### config.mk
export PLATFORM = sky130hd
export DESIGN_NAME = fpu_share_arb
export DESIGN_NICKNAME = d
export VERILOG_FILES = /design/src/rtl/fpu_share_arb.sv
export SDC_FILE = /design/constraint.sdc
export NUM_CORES = 1
export LEC_CHECK = 0
export CAP_MARGIN = 10
export CORE_AREA = 2 2 158 160
export DETAILED_ROUTE_END_ITERATION = 8
export DIE_AREA = 0 0 160 162
export PLACE_DENSITY = 0.72
export SETUP_SLACK_MARGIN = 0.05
export SLEW_MARGIN = 20
export SYNTH_ARGS = -nofsm -noshare
export SYNTH_HDL_FRONTEND = slang
export SYNTH_SLANG_ARGS = --single-unit
### constraint.sdc
create_clock -name clk -period 2.8 [get_ports clk]
set_clock_uncertainty 0.1 [all_clocks]
set_input_delay 0.56 -clock clk [delete_from_list [all_inputs] [get_ports clk]]
set_output_delay 0.56 -clock clk [all_outputs]
set_load 0.03 [all_outputs]
### src/rtl/fpu_share_arb.sv
// rtl/fpu_share_arb.sv - round-robin arbiter/issue sequencer sharing one AXIS FPU
//
// Grants one of N_REQ requesters at a time, drives the FPU operand channels A/B,
// and records the winner in an in-order tag FIFO so each returned result can be
// steered back to its issuer. Up to DEPTH operations may be outstanding.
//
// Ports:
//   clk, rst                   clock, synchronous active-high reset
//   req_valid[N_REQ]           per-requester operation request
//   req_adata/req_bdata        packed 32-bit operands, requester i at [32i+31:32i]
//   req_ready[N_REQ]           one-hot accept pulse
//   resp_data, resp_valid      returned result and one-hot owner pulse
//   busy                       issuing or operations outstanding
//   fpu_a_*, fpu_b_*           operand AXIS masters
//   fpu_r_*                    result AXIS slave
module fpu_share_arb #(
  parameter int N_REQ = 4,
  parameter int DEPTH = 4
) (
  input  logic                 clk,
  input  logic                 rst,
  input  logic [N_REQ-1:0]     req_valid,
  input  logic [32*N_REQ-1:0]  req_adata,
  input  logic [32*N_REQ-1:0]  req_bdata,
  output logic [N_REQ-1:0]     req_ready,
  output logic [31:0]          resp_data,
  output logic [N_REQ-1:0]     resp_valid,
  output logic                 busy,
  output logic [31:0]          fpu_a_tdata,
  output logic                 fpu_a_tvalid,
  input  logic                 fpu_a_tready,
  output logic [31:0]          fpu_b_tdata,
  output logic                 fpu_b_tvalid,
  input  logic                 fpu_b_tready,
  input  logic [31:0]          fpu_r_tdata,
  input  logic                 fpu_r_tvalid,
  output logic                 fpu_r_tready
);

  localparam int TW = $clog2(N_REQ);
  localparam int PW = $clog2(DEPTH);

  typedef enum logic {IDLE, ISSUE} state_t;

  state_t        state, state_nxt;
  logic [TW-1:0] last_grant;
  logic [TW-1:0] grant_idx;
  logic [TW-1:0] cand;
  logic          grant_found;
  logic          grant;
  logic          pop;
  logic [31:0]   a_arr [N_REQ];
  logic [31:0]   b_arr [N_REQ];
  logic [TW-1:0] tag_mem [DEPTH];
  logic [PW-1:0] wr_ptr, rd_ptr;
  logic [PW:0]   count;

  for (genvar i = 0; i < N_REQ; i++) begin : g_unpack
    assign a_arr[i] = req_adata[32*i +: 32];
    assign b_arr[i] = req_bdata[32*i +: 32];
  end

  // Scan from lowest to highest priority so the highest-priority valid
  // candidate (last_grant+1) is the last one written and therefore wins.
  always_comb begin
    grant_found = 1'b0;
    grant_idx   = '0;
    cand        = '0;
    for (int k = N_REQ; k >= 1; k--) begin
      cand = TW'((int'(last_grant) + k) % N_REQ);
      if (req_valid[cand]) begin
        grant_found = 1'b1;
        grant_idx   = cand;
      end
    end
  end

  // A grant needs a free tag; a pop on the same edge only frees it for the next edge.
  assign grant        = (state == IDLE) && grant_found && (count < (PW+1)'(DEPTH));
  assign fpu_r_tready = (count != '0);
  assign pop          = fpu_r_tvalid && fpu_r_tready;
  assign busy         = (state == ISSUE) || (count != '0);

  always_comb begin
    state_nxt = state;
    case (state)
      IDLE:    if (grant) state_nxt = ISSUE;
      ISSUE:   if ((!fpu_a_tvalid || fpu_a_tready) && (!fpu_b_tvalid || fpu_b_tready))
                 state_nxt = IDLE;
      default: state_nxt = IDLE;
    endcase
  end

  always_ff @(posedge clk) begin
    if (rst) begin
      state        <= IDLE;
      last_grant   <= TW'(N_REQ - 1);
      fpu_a_tdata  <= '0;
      fpu_b_tdata  <= '0;
      fpu_a_tvalid <= 1'b0;
      fpu_b_tvalid <= 1'b0;
      req_ready    <= '0;
      resp_valid   <= '0;
      resp_data    <= '0;
      wr_ptr       <= '0;
      rd_ptr       <= '0;
      count        <= '0;
    end else begin
      state      <= state_nxt;
      req_ready  <= '0;
      resp_valid <= '0;

      if (grant) begin
        fpu_a_tdata  <= a_arr[grant_idx];
        fpu_b_tdata  <= b_arr[grant_idx];
        fpu_a_tvalid <= 1'b1;
        fpu_b_tvalid <= 1'b1;
        req_ready    <= N_REQ'(1) << grant_idx;
        last_grant   <= grant_idx;
        wr_ptr       <= wr_ptr + 1'b1;
      end else begin
        if (fpu_a_tready) fpu_a_tvalid <= 1'b0;
        if (fpu_b_tready) fpu_b_tvalid <= 1'b0;
      end

      if (pop) begin
        rd_ptr     <= rd_ptr + 1'b1;
        resp_data  <= fpu_r_tdata;
        resp_valid <= N_REQ'(1) << tag_mem[rd_ptr];
      end

      case ({grant, pop})
        2'b10:   count <= count + 1'b1;
        2'b01:   count <= count - 1'b1;
        default: count <= count;
      endcase
    end
  end

  always_ff @(posedge clk) begin
    if (grant) tag_mem[wr_ptr] <= grant_idx;
  end

endmodule

==> flow_summary.toml <==
[clock_network]
cts_root_buf = "clkbuf_16"
cts_hold_buf = 0
cts_tree = "yes"
cts_setup_buffers = 0
ctsHtreeMaxLevel = 4
cts_sinks = 126
cts.repair.resized = 1
clockBufferDepth = 2
numCtsBuffers = 17
clk_pin_slew_ps = 60
clk_latency_ps = 410

[global_routing]
grt_start_max_net_pins = 67
antenna_found_initial = 3
grt_pass1_wl_um = 41300
overflow = 0
grt_pass1_vias = 7337
track_usage = 0.205

[hold_path]
hp-class = "reg2reg"
hold_path_end = "resp_data[15]"
hold_depth = 2
hold_start = "resp_data[15]"

[place]
place_congestion = 0.870
dp.cells = 1451
place_ws_ps = -179
dp_hpwl_um = 19900
place.port_buffers = 404
placed_area_um2 = 10900

[power_and_ir_drop]
p_switching_w = 0.00422
peakVddDrop_v = 0.000335
seq_power_share = 0.272
switching_share = 0.410
clkPwrFrac = 0.223
combPwrFrac = 0.506
intPower_w = 0.00609
p_leak_nw = 4.35
p_per_area_nw_per_um2 = 894

[timing]
slew_headroom = 0.533
fmaxAchievable_ghz = 0.387
worst_pin_slew_ps = 698
setup_violations = 0
worst_slack_ps = 213
slew_viol_final = 0
period_share = 0.924
fin_crit_ps = 2590
hold_viol_final = 0
rsz0062_at_grt = "false"
timing.hold.ws_ps = 353

[critical_path]
critPathKind = "in2reg"
worstPathMaxFanout = 16
rr_worst_depth = 7
r2r_setup_slack_ps = 520
worstPathRequired_ps = 2980
cp-end-kind = "flip-flop"
cp.arrival_ps = 2770
rr_startpoint = "last_grant[1]"
r2r_end = "fpu_b_tdata[0]"
start_kind = "input pin"

[synth]
postSynth.asyncResetShare = 0
synthFlopType = "dfxtp_1"
synth_common_cells = "nand2_1, dfxtp_1, a21o_1, mux2i_1, o21ai_0"
yosysTopAreaCell = "dfxtp_1"
ys_types = 41
yosysWarningCount = 0
syn_inst = 756
netlist.area_leader.share = 0.371
synth_edf_count = 8
ys_seq_area_frac = 0.409
syn_avg_cell_area_um2 = 8.42
syn_nets = 1059
synth-seq-cells = 126
synth_area_um2 = 6360
yosysMostFrequentCell = "nand2_1"
synth.area.top_cells = "dfxtp_1, mux2i_1, nand2_1"

[detailed_routing]
num_vias = 7263
ant_nets = 0
vias_per_cell = 4.89
wl_per_cell_um = 18.4
remaining_drc_errors = 0
dr.first_iter.drc_count = 341
drt_first_pass_iters = 4
wirelength_um = 27300

[die]
die_x_um = 160
start_util = 0.264
row_count = 57
ioPinCount = 405
die_area_um2 = 25900
dieHeight_um = 162
core-area_um2 = 24100

[run]
max_cap_viol_count = 0

[finish]
synthToLayoutAreaGrowth_pct = 81.3
fin_cells = 1485
final_layout_size_suffix_gt1_frac = 0.0690
final_core_util = 0.479
design_area_um2 = 11500
final_nets = 1449

[run_status]
outcome = "finished, final reports clean"
[through the flow]
step | setup TNS (ps) | total power [W]
2_1_floorplan | 0 | 0.00572
3_3_place_gp | -476 | 0.00801
3_5_place_dp | -4740 | 0.00809
4_1_cts | 0 | 0.0104
5_1_grt | 0 | 0.0109
6_report | 0 | 0.0103
[worst max path at each step]
stage	startpoint	endpoint	slack [ps]
CTS	count[0]	busy	230
global placement	req_valid[1]	fpu_b_tdata[0]	-110
detailed placement	req_valid[1]	fpu_b_tdata[0]	-180
floorplan	count[2]	count[2]	90
global route	req_valid[1]	fpu_b_tdata[0]	140
finish	req_valid[1]	fpu_b_tdata[0]	210
[per-layer routing]
metal / vias up / global-route usage / routed length, µm
met2: 344 / 0.357 / 13600
met5: - / 0 / 12
li1: 3471 / - / -
met1: 3402 / 0.245 / 11000
met3: 44 / 0.0613 / 2090
met4: 2 / 0.0594 / 605
[flip-flops by register name, indices dropped and copies added (netlist names), named ones only]
signal and count:
count 3, state 1, resp_valid 4, fpu_b_tvalid 1
rd_ptr 2, resp_data 32, req_ready 4, last_grant 2
fpu_a_tvalid 1, fpu_a_tdata 32, fpu_b_tdata 32, tag_mem 8
wr_ptr 2
[final cells by class]
| cell class | count | area, µm² |
|---|---|---|
| clock buffer | 19 | 443 |
| tap | 324 | 405 |
| antenna | 2 | 5.00 |
| clock inverter | 13 | 153 |
| timing repair buffer | 437 | 4420 |
| fill | 2358 | 12600 |
| sequential | 126 | 2600 |
| multi-input combinational | 555 | 3470 |
| inverter | 9 | 33.8 |
[power by group through the flow]
stage	clock network, W	logic (W)	registers [W]
3_5_place_dp	0	0.00526	0.00283
2_1_floorplan	0	0.00198	0.00373
6_report	0.00229	0.00522	0.00280
3_3_place_gp	0	0.00521	0.00280
4_1_cts	0.00236	0.00527	0.00280
5_1_grt	0.00245	0.00557	0.00287
[worst max-delay path: stages]
cell and delay, ps:
clkdlybuf4s50_1 500, nor2b_1 580, o21ba_2 330, nor2_4 70, buf_12 170, buf_4 170
mux2i_1 240, o211ai_1 120
[kinds of logic after synthesis]
family,after synthesis,synth area share
adders and majority gates,6,0.0130
xor gates and xnor gates,5,0.00688
DFF,126,0.409
buffers and inverters,75,0.0541
muxes,67,0.109
AOI/OAI and AO/OA,241,0.248
and+or+nand+nor,236,0.159
[cells in the final DEF, fill, tap and decap left out, types with 2 or more instances in the layout]
cell / instances
a211o_1: 2
a21o_1: 65
a21oi_1: 38
and2_1: 4
buf_12: 11
buf_4: 22
bufinv_16: 2
clkbuf_16: 17
clkdlybuf4s50_1: 402
clkinv_1: 2
clkinvlp_4: 3
dfxtp_1: 118
diode_2: 2
edfxtp_1: 8
ha_1: 5
inv_1: 5
inv_2: 2
inv_6: 5
mux2i_1: 65
mux4_2: 2
nand2_1: 135
nand2b_1: 3
nand3_1: 64
nor2_1: 19
nor2_4: 2
o211ai_1: 64
o21ai_0: 65
or3_1: 2
xnor2_1: 2
xor2_1: 3
Power figures use the tool's default switching activity.
